File: config.mk
export PLATFORM = sky130hd
export DESIGN_NAME = tt_um_log_fpmul_param
export DESIGN_NICKNAME = d
export VERILOG_FILES = /design/src/rtl/log_fpmul_pkg.sv /design/src/rtl/lfm_corr.sv /design/src/rtl/tt_um_log_fpmul_param.sv
export SDC_FILE = /design/constraint.sdc
export NUM_CORES = 1
export LEC_CHECK = 0
export CAP_MARGIN = 10
export CORE_ASPECT_RATIO = 0.6
export CORE_MARGIN = 3
export CORE_UTILIZATION = 60
export CTS_CLUSTER_DIAMETER = 150
export DETAILED_ROUTE_END_ITERATION = 6
export HOLD_SLACK_MARGIN = 0.02
export PLACE_DENSITY = 0.8
export SETUP_SLACK_MARGIN = 0.2
export SLEW_MARGIN = 20
export SYNTH_ARGS = -nofsm -noshare
export SYNTH_HDL_FRONTEND = slang
export SYNTH_SLANG_ARGS = --single-unit
File: constraint.sdc
create_clock -name clk -period 6.79 [get_ports clk]
set_clock_uncertainty 0.15 [all_clocks]
set_input_delay 0.679 -clock clk [delete_from_list [all_inputs] [get_ports clk]]
set_output_delay 0.679 -clock clk [all_outputs]
set_load 0.01 [all_outputs]
File: src/rtl/log_fpmul_pkg.sv
// Shared types and helpers for the byte-serial Mitchell log multiplier.
// The FSM state enum, the bytes-per-word function, and field-width helpers
// are used by the top level. The BIAS/EMAX/W/NB localparams describe the
// default FP16-style configuration.
package log_fpmul_pkg;

  typedef enum logic [2:0] {
    ST_IDLE, ST_LOAD, ST_DECODE, ST_LOG, ST_ADD, ST_ANTILOG, ST_PACK, ST_OUT
  } state_t;

  function automatic int w_of(input int exp_w, input int man_w);
    return 1 + exp_w + man_w;
  endfunction

  function automatic int nb_of(input int w);
    return (w + 7) / 8;
  endfunction

  function automatic int bias_of(input int exp_w);
    return (1 << (exp_w - 1)) - 1;
  endfunction

  function automatic int emax_of(input int exp_w);
    return (1 << exp_w) - 1;
  endfunction

  localparam int EXP_W_DEF = 5;
  localparam int MAN_W_DEF = 10;
  localparam int W    = w_of(EXP_W_DEF, MAN_W_DEF);
  localparam int NB   = nb_of(W);
  localparam int BIAS = bias_of(EXP_W_DEF);
  localparam int EMAX = emax_of(EXP_W_DEF);

endpackage

File: src/rtl/lfm_corr.sv
// Shift-add log/antilog correction term c(x) = (t>>3)+(t>>4), where
// t = min(x, ~x). The term is a piecewise-linear approximation of the error
// in log2(1+x) ~= x. The term is largest at mid-scale and is zero at both
// ends.
// Ports: x (mantissa-width fraction), c (correction, same width).
module lfm_corr
  import log_fpmul_pkg::*;
#(
  parameter int MAN_W = 10
) (
  input  logic [MAN_W-1:0] x,
  output logic [MAN_W-1:0] c
);
  logic [MAN_W-1:0] xn, t;

  assign xn = ~x;
  assign t  = (x < xn) ? x : xn;
  assign c  = (t >> 3) + (t >> 4);
endmodule

File: src/rtl/tt_um_log_fpmul_param.sv
// Byte-serial approximate FP multiplier (Mitchell log multiplication).
// Ports: clk, rst_n (sync, active low), ena (ignored), ui_in (data byte),
//   uio_in[0] in_valid, [1] mode, [2] out_ready; uo_out (result byte),
//   uio_out[7] busy, [6] out_valid; uio_oe fixed 8'hC0.
// Operands arrive LSB byte first, A then B. The result leaves LSB byte first.
module tt_um_log_fpmul_param
  import log_fpmul_pkg::*;
#(
  parameter int EXP_W = 5,
  parameter int MAN_W = 10
) (
  input  logic       clk,
  input  logic       rst_n,
  input  logic       ena,
  input  logic [7:0] ui_in,
  input  logic [7:0] uio_in,
  output logic [7:0] uo_out,
  output logic [7:0] uio_out,
  output logic [7:0] uio_oe
);
  localparam int LW  = w_of(EXP_W, MAN_W);
  localparam int LNB = nb_of(LW);
  localparam int OW  = 8 * LNB;
  localparam int IW  = 2 * OW;
  localparam int EW  = EXP_W + 2;
  localparam logic [EW-1:0] BIAS_E    = EW'(bias_of(EXP_W));
  localparam logic [EW-2:0] EMAX_E    = (EW-1)'(emax_of(EXP_W));
  localparam logic [3:0]    LOAD_LAST = 4'(2 * LNB - 1);
  localparam logic [3:0]    OUT_LAST  = 4'(LNB - 1);

  state_t state_q, state_d;
  logic [3:0] cnt_q, cnt_d;
  logic mode_q, mode_d, s_q, s_d, zero_q, zero_d, inf_q, inf_d, ov_q, ov_d;
  logic [IW-1:0] ibuf_q, ibuf_d;
  logic [EXP_W-1:0] ea_q, ea_d, eb_q, eb_d;
  logic [MAN_W-1:0] ma_q, ma_d, mb_q, mb_d, f_q, f_d;
  logic [EW-1:0] e_q, e_d;
  logic [OW-1:0] res_q, res_d;
  logic [7:0] uo_q, uo_d;

  logic in_valid, mode_in, out_ready, busy;
  assign in_valid  = uio_in[0];
  assign mode_in   = uio_in[1];
  assign out_ready = uio_in[2];
  assign busy      = (state_q != ST_IDLE) && (state_q != ST_LOAD);

  logic unused;
  assign unused = &{1'b0, ena, uio_in[7:3], ibuf_q};

  logic [LW-1:0] op_a, op_b;
  assign op_a = ibuf_q[LW-1:0];
  assign op_b = ibuf_q[OW+LW-1:OW];

  // ma/mb hold the raw mantissas after DECODE and the log values after LOG.
  // f holds the fraction after ADD and the antilog mantissa after ANTILOG.
  logic [MAN_W-1:0] c_a, c_b, c_f;
  lfm_corr #(.MAN_W(MAN_W)) u_corr_a (.x(ma_q), .c(c_a));
  lfm_corr #(.MAN_W(MAN_W)) u_corr_b (.x(mb_q), .c(c_b));
  lfm_corr #(.MAN_W(MAN_W)) u_corr_f (.x(f_q),  .c(c_f));

  logic [MAN_W:0] sum;
  assign sum = {1'b0, ma_q} + {1'b0, mb_q};

  logic [OW-1:0] res_shift;
  assign res_shift = res_q >> 8;

  // e_q is a two's-complement value. The top bit set means the exponent is negative.
  logic e_ovf, e_unf;
  assign e_unf = e_q[EW-1] || (e_q == '0);
  assign e_ovf = !e_q[EW-1] && (e_q[EW-2:0] >= EMAX_E);

  // Special operands take precedence over exponent range checks.
  logic [OW-1:0] pack_w;
  always_comb begin
    pack_w = '0;
    pack_w[LW-1] = s_q;
    if (inf_q || (!zero_q && e_ovf)) begin
      pack_w[LW-2:MAN_W] = '1;
    end else if (!zero_q && !e_unf) begin
      pack_w[LW-2:MAN_W] = e_q[EXP_W-1:0];
      pack_w[MAN_W-1:0]  = f_q;
    end
  end

  always_comb begin
    state_d = state_q; cnt_d = cnt_q; mode_d = mode_q; ibuf_d = ibuf_q;
    s_d = s_q; zero_d = zero_q; inf_d = inf_q; ea_d = ea_q; eb_d = eb_q;
    ma_d = ma_q; mb_d = mb_q; f_d = f_q; e_d = e_q; res_d = res_q;
    uo_d = uo_q; ov_d = ov_q;
    case (state_q)
      ST_IDLE: if (in_valid) begin
        ibuf_d  = {ui_in, ibuf_q[IW-1:8]};
        mode_d  = mode_in;
        cnt_d   = 4'd1;
        state_d = ST_LOAD;
      end
      ST_LOAD: if (in_valid) begin
        ibuf_d = {ui_in, ibuf_q[IW-1:8]};
        if (cnt_q == LOAD_LAST) begin
          cnt_d   = '0;
          state_d = ST_DECODE;
        end else begin
          cnt_d = cnt_q + 4'd1;
        end
      end
      ST_DECODE: begin
        s_d    = op_a[LW-1] ^ op_b[LW-1];
        ea_d   = op_a[LW-2:MAN_W];
        eb_d   = op_b[LW-2:MAN_W];
        ma_d   = op_a[MAN_W-1:0];
        mb_d   = op_b[MAN_W-1:0];
        zero_d = (op_a[LW-2:MAN_W] == '0) || (op_b[LW-2:MAN_W] == '0);
        inf_d  = (&op_a[LW-2:MAN_W]) || (&op_b[LW-2:MAN_W]);
        state_d = ST_LOG;
      end
      ST_LOG: begin
        if (mode_q) begin
          ma_d = ma_q + c_a;
          mb_d = mb_q + c_b;
        end
        state_d = ST_ADD;
      end
      ST_ADD: begin
        f_d = sum[MAN_W-1:0];
        e_d = {2'b00, ea_q} + {2'b00, eb_q} + {{(EW-1){1'b0}}, sum[MAN_W]} - BIAS_E;
        state_d = ST_ANTILOG;
      end
      ST_ANTILOG: begin
        if (mode_q) f_d = f_q - c_f;
        state_d = ST_PACK;
      end
      ST_PACK: begin
        res_d   = pack_w;
        uo_d    = pack_w[7:0];
        ov_d    = 1'b1;
        cnt_d   = '0;
        state_d = ST_OUT;
      end
      ST_OUT: if (out_ready) begin
        if (cnt_q == OUT_LAST) begin
          ov_d    = 1'b0;
          uo_d    = '0;
          cnt_d   = '0;
          state_d = ST_IDLE;
        end else begin
          cnt_d = cnt_q + 4'd1;
          res_d = res_shift;
          uo_d  = res_shift[7:0];
        end
      end
      default: state_d = ST_IDLE;
    endcase
  end

  always_ff @(posedge clk) begin
    if (!rst_n) begin
      state_q <= ST_IDLE; cnt_q <= '0; mode_q <= 1'b0; ibuf_q <= '0;
      s_q <= 1'b0; zero_q <= 1'b0; inf_q <= 1'b0; ea_q <= '0; eb_q <= '0;
      ma_q <= '0; mb_q <= '0; f_q <= '0; e_q <= '0; res_q <= '0;
      uo_q <= '0; ov_q <= 1'b0;
    end else begin
      state_q <= state_d; cnt_q <= cnt_d; mode_q <= mode_d; ibuf_q <= ibuf_d;
      s_q <= s_d; zero_q <= zero_d; inf_q <= inf_d; ea_q <= ea_d; eb_q <= eb_d;
      ma_q <= ma_d; mb_q <= mb_d; f_q <= f_d; e_q <= e_d; res_q <= res_d;
      uo_q <= uo_d; ov_q <= ov_d;
    end
  end

  assign uo_out  = uo_q;
  assign uio_out = {busy, ov_q, 6'b0};
  assign uio_oe  = 8'b1100_0000;
endmodule

# Word-level counts from Yosys, hierarchy flattened
# Index checks and enable logic that the tools add are counted.
classes:
  addsub: 11
  n_mul: 0
  n_div: 0
  n_lt_le_gt_ge: 4
  n_eq_ne: 18
  shift: 0
  muxes: 33
  n_bitwise: 4
  reduce_logical: 32
ops:
  columns: ["cell", "n"]
  rows:
  - ["10-bit 2-to-1 mux", 7]
  - ["10-bit one-hot mux with 2 select lines", 3]
  - ["16-bit 2-to-1 mux", 2]
  - ["16-bit one-hot mux with 2 select lines", 1]
  - ["10-bit less-than comparator", 3]
  - ["10-bit NOT", 3]
  - ["7-bit by 6-bit adder with 8-bit output", 3]
  - ["3-bit one-hot mux with 8 select lines", 1]
  - ["10-bit adder", 2]
  - ["4-bit 2-to-1 mux", 5]
  - ["8-bit 2-to-1 mux", 2]
  - ["2-bit != test, second input constant", 8]
  - ["4-bit one-hot mux with 4 select lines", 1]
  - ["8-bit one-hot mux with 2 select lines", 1]
  - ["15-bit 2-to-1 mux", 1]
  - ["3-bit 2-to-1 mux", 5]
  - ["5-bit AND reduction", 3]
  - ["3-bit equality test, second input constant", 4]
  - ["10-bit by 10-bit adder with 11-bit output", 1]
  - ["5-bit zero test", 2]
  - ["2-bit AND reduction", 5]
  - ["10-bit subtractor", 1]
  - ["6-bit by 1-bit adder with 7-bit output", 1]
  - ["7-bit zero test", 1]
  - ["other kinds (23)", 36]
word_totals:
  regBits: 115
  latchBits: 0
  ramBits: 0
  mem_bits_ro: 0
  output_inout_bits: 24
  word_cells: 118
  memories: 0

# Depth between registers and ports, before layout
# Gate-level depths: netlist (run 1).
depth:
  ltp_word: 7
  mapped_depth: 19
  ltp_nobuf: 19

# Modules after synthesis
# From an unflattened synthesis (run 1), not the netlist that was laid out.
unflattened:
  hier_cells: 1020
  area_unflattened_um2: 7768.7
modules_own_cells:
  columns: ["mod", "n_inst", "cells_per_inst", "area_each_um2", "seq_area_each_um2"]
  rows:
  - ["tt_um_log_fpmul_param", 1, 807, 6327.3, 2142.1]
  - ["lfm_corr", 3, 71, 480.5, 0.0]

# Least setup slack after synthesis (run 1)
# No wires, ideal clock.
synth_path:
  path_type: "register to register"
  startpoint: "register ma_q[9]"
  endpoint: "register ma_q[9]"
  setup_time_ps: 130
  arrival_ps: 3457
  t_required_ps: 6510
  slack_ps: 3053
  stages_incl_launch_ff: 19
  path_buffers: 1
  period_less_slack_ps: 3737
  cell_sequence: "dfxtp_1 clkbuf_1 xnor2_1 inv_1 ha_1 inv_1 fa_1 o21ai_0 nand2_1 o21ai_0 a21oi_1 xnor2_1 ha_1 or3_1 or2_2 o221ai_1 nor2_1 mux2i_1 o22ai_1"
synth_between:
  elab_chain_len: 7
synth_lines:
  columns: ["element", "line_no", "source"]
  rows:
  - ["start: declaration", "tt_um_log_fpmul_param.sv:36", "logic [MAN_W-1:0] ma_q, ma_d, mb_q, mb_d, f_q, f_d;"]
  - ["start signal: assignment", "tt_um_log_fpmul_param.sv:159", "ma_q <= '0; mb_q <= '0; f_q <= '0; e_q <= '0; res_q <= '0;"]
  - ["start signal: assignment", "tt_um_log_fpmul_param.sv:164", "ma_q <= ma_d; mb_q <= mb_d; f_q <= f_d; e_q <= e_d; res_q <= res_d;"]
  - ["10-bit NOT", "lfm_corr.sv:16", "assign xn = ~x;"]
  - ["10-bit less-than comparator", "lfm_corr.sv:17", "assign t = (x < xn) ? x : xn;"]
  - ["10-bit 2-to-1 mux", "lfm_corr.sv:17", null]
  - ["7-bit by 6-bit adder with 8-bit output", "lfm_corr.sv:18", "assign c = (t >> 3) + (t >> 4);"]
  - ["10-bit adder (*)", "tt_um_log_fpmul_param.sv:118", "ma_d = ma_q + c_a;"]
  - ["10-bit 2-to-1 mux (*)", "tt_um_log_fpmul_param.sv:117", "if (mode_q) begin"]
  - ["10-bit one-hot mux with 2 select lines (*)", "tt_um_log_fpmul_param.sv:90", "case (state_q)"]
# Mark *: on every way between the ends. The rest lies on a longest branch, timed or not. The select of a mux whose other input is x is not followed.
# A chain may end at the register's enable or synchronous reset.

# Worst setup path after layout (run 1)
layout_path:
  startpoint: "register ma_q[9]"
  endpoint: "register ma_q[7]"
layout_between:
  elab_chain_len: 7
layout_lines:
  columns: ["element", "line_no"]
  rows:
  - ["10-bit NOT", "lfm_corr.sv:16"]
  - ["10-bit less-than comparator", "lfm_corr.sv:17"]
  - ["10-bit 2-to-1 mux (*)", "lfm_corr.sv:17"]
  - ["7-bit by 6-bit adder with 8-bit output (*)", "lfm_corr.sv:18"]
  - ["10-bit adder (*)", "tt_um_log_fpmul_param.sv:118"]
  - ["10-bit 2-to-1 mux (*)", "tt_um_log_fpmul_param.sv:117"]
  - ["10-bit one-hot mux with 2 select lines (*)", "tt_um_log_fpmul_param.sv:90"]
# Marks and branches as above.

==> run summary, run 1 <==
Crit-path max cell delay = 750 ps
Fraction of registers with async set or reset after synthesis = 0
Die X = 145 um
# resized after CTS = 0
Tot Pwr = 1530 uW
Dominant synthesized flop cell = dfxtp_1
Startpoint Class = flop
PortBufs = 22
Synth cell types = 63
Clock-pin slew on the worst setup and hold paths = 70 ps
DRT iter0 DRCs = 743
RSZ-0062 raised after global routing = no
Setup Fix Bufs, Post-CTS = 0
Gr busiest metal = met2
H-tree Lvls = 3
Leak pwr = 0.00296 uW
CP required = 6840 ps
ANT nets after route = 0
Die area = 12,900 um2
GR Layer Usage met2 = 0.431
First-pass GRT wire length = 29.2 mm
Worst Tran Pin Value = 1030 ps
Via count = 6,328
CP arrival = 4440 ps
Total CTS buffers = 9
Syn_area_per_cell = 7.86 um2
Grt met1 use = 0.409
WL per Instance = 17.2 um
CP endpoint kind = flop
Outcome = finished clean
Final Setup Violations = 0
Worst Setup Path Type = flop to flop
CTS root buf = clkbuf_16
FILL cells = 883
Worst R2R End = ma_q[7]
Cells after Synth = 882
Reg-to-Reg Start = ma_q[9]
Crit Path Max Fanout = 13
Worst Hold End = res_q[9]
Hold Slack = 304 ps
Hold path startpoint = res_q[9]
Share of cells above drive strength 1 = 0.0434
Count leader, synth = nand2_1
Flops & latches, synth = 107
Initial antenna violation count = 0
# DRC = 0
Top delay family on crit path = compound AO/OA/AOI/OAI gates
Placeable core area = 10,900 um2
Final wirelength = 17.8 mm
Cell area after layout = 7420 um2
Top-area cell type share of the netlist area = 0.309
Max-Cap Viols = 0
Instance area at placement = 7120 um2
Io pins = 43
R2r worst-path depth = 17
Clk sinks = 107
Starting density of the core = 0.635
CTS Hold Buffers Added = 0
Total grt overflow = 0
Maximum clock rate = 228 MHz
Fin. Hold Viols = 0
Final Wtd Congestion = 0.936
Period utilization = 0.647
Cell row count = 29
EDFF count, synth = 0
Total GRT Usage = 0.284
Worst Path Buf+Inv = 2
Via density = 6.14
WHS Path Cells = 2
Minimum clock period = 4390 ps
Die Ht = 89.3 um
Synth warn = 0
Power Density = 206 nW/um2
Via count of the first global-routing pass = 5,765
Detailed Routing Iterations Pass 1 = 5
R2r setup slk = 2400 ps
Synth top area cells = dfxtp_1 31%, ha_1 10%, a21oi_1 7.8%
Post-synth top area cell = dfxtp_1
Max Buffers Root-to-Sink = 2
Slew Viols, Final = 0
Nets = 954
Slowest-stage cell, CP = dfxtp_1
Crit-path cells = xnor2_1 > inv_1 > ha_1 > inv_1 > fa_1 > o21ai_0 > nand2_1 > o21ai_0 > a21oi_1 > xnor2_1 > ha_1 > or3_1 > or2_2 > o221ai_1 > nor4_1 > a31oi_1 > a31oi_1
CTS tree = yes
ANT cells = 0
Peak supply drop = 0.168 mV
Area grow syn2layout = 6.93%
TNS Setup = 0 ps
Most common library cells after synthesis = 137 x nand2_1, 108 x a21oi_1, 107 x dfxtp_1, 58 x ha_1, 55 x nor2_1
Hold Crit Class = flop to flop
DP Wirelength = 13.1 mm
Met3 Track Usage GR = 0.0673
Worst-Skew Late Latency = 350 ps
Rel. slew slack = 0.309
Mapped Area = 6940 um2
Seq/Total Area, Yosys = 0.309
Largest net degree at the start of global routing = 63
[worst min-delay path: cells and delay by family, from the launching register on]
family | cells | cell delay [ps]
compound gates | 1 | 50
simple gates | 1 | 50
flops | 1 | 310
[per-stage QoR]
step	instances	util	setup WS, ps
2_1_floorplan	894	-	3050
3_3_place_gp	1015	0.652	2810
3_5_place_dp	1015	0.652	2610
4_1_cts	1031	0.679	2480
5_1_grt	1031	0.679	2150
6_report	1031	0.679	2400
[cells in the final DEF, fill, tap and decap left out, types with 10 or more instances in the layout]
master	n
a211oi_1	18
a21o_1	10
a21oi_1	108
a22oi_1	11
a31oi_1	17
clkdlybuf4s50_1	22
conb_1	14
dfxtp_1	107
ha_1	58
inv_1	31
nand2_1	137
nand3_1	20
nor2_1	55
nor2b_1	10
nor3_1	11
o21a_1	11
o21ai_0	47
xnor2_1	20
xor2_1	26
[how the worst max path moves through the flow]
stage | startpoint | endpoint | cells after the start
2_1_floorplan | ma_q[9] | ma_q[9] | 18
3_3_place_gp | ma_q[9] | ma_q[9] | 17
3_5_place_dp | ma_q[9] | ma_q[9] | 17
4_1_cts | ma_q[9] | ma_q[7] | 17
5_1_grt | ma_q[9] | ma_q[7] | 17
6_report | ma_q[9] | ma_q[7] | 17
[final cells by class]
| class | count | area, um2 | share of cell area |
|---|---|---|---|
| timing repair buffer | 27 | 258 | 0.0348 |
| clock buffer | 10 | 239 | 0.0322 |
| sequential | 107 | 2140 | 0.289 |
| multi-input combinational | 692 | 4400 | 0.594 |
| tap | 155 | 194 | 0.0262 |
| inverter | 34 | 128 | 0.0172 |
| clock inverter | 6 | 53.8 | 0.00725 |
[cells by family after synthesis]
family / Yosys count / synth area share
and+or+nand+nor: 286 / 0.189
xor gates and xnor gates: 46 / 0.0581
AOI/OAI and AO/OA: 274 / 0.246
buffers and inverters: 95 / 0.0630
DFF: 107 / 0.309
adders and majority gates: 65 / 0.123
other: 2 / 0.00108
muxes: 7 / 0.0101
[flip-flops by register name, indices dropped and copies added, names as in the netlist, 7 cells and up]
register,cells
res_q,8
ma_q,10
ibuf_q,32
uo_out,8
mb_q,10
f_q,10
e_q,7
[where the power goes]
part           leakage, uW  total, uW  switching, uW  internal (uW)
sequential        0.000866        695           41.3            654
combinational      0.00195        310            189            122
clock             0.000147        524            258            267
total              0.00296       1530            488           1040
[per-layer routing]
layer / wire length (um) / part of all wire / up-vias
met5: 0 / 0 / -
met4: 184 / 0.010 / 0
met3: 1600 / 0.090 / 18
met2: 7740 / 0.44 / 253
met1: 8220 / 0.46 / 2980
li1: - / - / 3077
No activity file was read; power rests on OpenSTA's default activity.
==> run 2: changes to the inputs <==
==> constraint.sdc (replaced) <==
create_clock -name clk -period 4.4 [get_ports clk]
set_clock_uncertainty 0.15 [all_clocks]
set_input_delay 0.44 -clock clk [delete_from_list [all_inputs] [get_ports clk]]
set_output_delay 0.44 -clock clk [all_outputs]
set_load 0.01 [all_outputs]
==> run 2 against run 1 <==
Against the previous run:
- non-clock buffer count is 3 higher
- global-route usage is 0.95 points lower
- sequential share of layout area is 0.11 points lower
- hold slack better by 3.5 ps
- clock power is 50% higher
- fmax is 11% higher
- core utilization is 0.26 points higher
- critical path depth is 2 higher
- register-to-register slack worse by 1900 ps
- via count is 0.14% higher
- largest power group unchanged
==> run summary, run 2 (synthesis gave the netlist of run 1 again) <==
Max reg flops = 32
Largest net degree at the start of global routing = 50
Max Buffers Root-to-Sink = 2
Hold Crit Class = flop to flop
Slowest-stage cell, CP = fa_1
Crit Path Max Fanout = 3
DRT iter0 DRCs = 596
Outcome = finished clean
Most frequent cells in the layout = 137 x nand2_1, 107 x a21oi_1, 107 x dfxtp_1
Clock-pin slew on the worst setup and hold paths = 70 ps
Fin. Hold Viols = 0
Die X = 145 um
Worst Setup Path Type = flop to flop
Via count of the first global-routing pass = 5,606
Rel. slew slack = 0.279
WL per Instance = 16.8 um
Final wirelength = 17.4 mm
Total GRT Usage = 0.274
Starting density of the core = 0.635
Power Density = 316 nW/um2
DP Wirelength = 12.7 mm
Total grt overflow = 0
RSZ-0062 raised after global routing = yes
Detailed Routing Iterations Pass 1 = 5
Sw Share = 0.322
Max-Cap Viols = 0
Initial antenna violation count = 0
Slew Viols, Final = 0
Internal Power = 1590 uW
PortBufs = 22
Nets = 957
ANT cells = 0
Clk sinks = 107
Crit-path cells = ha_1 > fa_1 > a21o_1 > a211o_1 > a21oi_2 > a21oi_1 > a21o_1 > a21oi_1 > ha_1 > inv_1 > ha_1 > inv_1 > fa_1 > nor2b_1 > o21ai_0 > nand2b_1 > nor2_1 > nand3b_1 > a21oi_1
Total CTS buffers = 9
Peak supply drop = 0.281 mV
TNS Setup = 0 ps
Maximum clock rate = 254 MHz
Net Switching = 757 uW
Share of cells above drive strength 1 = 0.0478
Io pins = 43
Via count = 6,337
Die Ht = 89.3 um
Area grow syn2layout = 7.34%
Most flops, register = ibuf_q
Via density = 6.13
Clock Power Share = 0.335
Worst Tran Pin Value = 1080 ps
H-tree Lvls = 3
Period utilization = 0.895
Leak pwr = 0.00296 uW
Dpl cells = 1,018
Hold Slack = 308 ps
CTS root buf = clkbuf_16
Minimum clock period = 3940 ps
Crit-path max cell delay = 420 ps
Final Setup Violations = 0
Final Wtd Congestion = 0.937
CTS tree = yes
Placeable core area = 10,900 um2
CP required = 4530 ps
# DRC = 0
Die area = 12,900 um2
Power share of the combinational group = 0.210
Cell row count = 29
Seq pwr share = 0.455
First-pass GRT wire length = 28.4 mm
Fin util = 0.682
ANT nets after route = 0
CP arrival = 4070 ps
Finished Layout Cells = 1,034
Startpoint Class = flop
Setup Fix Bufs, Post-CTS = 0
Worst-Skew Late Latency = 350 ps
CP endpoint kind = flop
Most common cell after layout, fill and taps aside = nand2_1
[run 2: what timing repair did]
item,4_1_cts,5_1_grt
resized for setup,0,2
endpoints found under the hold margin,0,0
setup endpoints to repair,0,4
hold buffers,0,0
[run 2: worst paths after layout]
check,startpoint,to,slack [ps],cells past startpoint
max,ma_q[0],e_q[4],460,19
min,res_q[8],res_q[8],310,2
max reg2reg,ma_q[0],e_q[4],460,19
min reg2reg,res_q[8],res_q[8],310,2
[run 2: power by group through the flow]
stage / Combinational (uW) / Clock [uW] / Sequential, uW
after global placement: 456 / 0 / 1090
final: 494 / 787 / 1070
after detailed placement: 476 / 0 / 1090
after CTS: 481 / 794 / 1070
after global routing: 541 / 832 / 1080
after floorplan: 388 / 0 / 1060
[run 2: final cells by class]
class | count | area [um2]
Clock inverter | 6 | 60.1
Timing Repair Buffer | 30 | 280
Tap cell | 155 | 194
Fill cell | 894 | 3480
Inverter | 34 | 128
Multi-Input combinational cell | 692 | 4410
Clock buffer | 10 | 229
Sequential cell | 107 | 2140
[run 2: per-stage QoR]
stage	instance area [um2]	setup WS, ps	total power [uW]
5_1_grt	7440	181	2450
6_report	7440	460	2350
3_3_place_gp	7150	522	1550
4_1_cts	7430	438	2340
3_5_place_dp	7150	470	1570
2_1_floorplan	6980	663	1450
[run 2: critical path: cells and delay by family, from the launching register on]
| kind | cells | cell delay, ps |
|---|---|---|
| buf+inv | 2 | 120 |
| simple gates | 4 | 420 |
| fa+ha+maj | 5 | 1460 |
| compound gates | 8 | 1380 |
| flops | 1 | 340 |
[run 2: routing by layer]
metal | track usage | wire, um | vias to the layer above
li1 | - | - | 3085
met1 | 0.413 | 8470 | 2982
met2 | 0.411 | 7340 | 249
met3 | 0.0593 | 1450 | 21
met4 | 0.0415 | 128 | 0
met5 | 0 | 0 | -
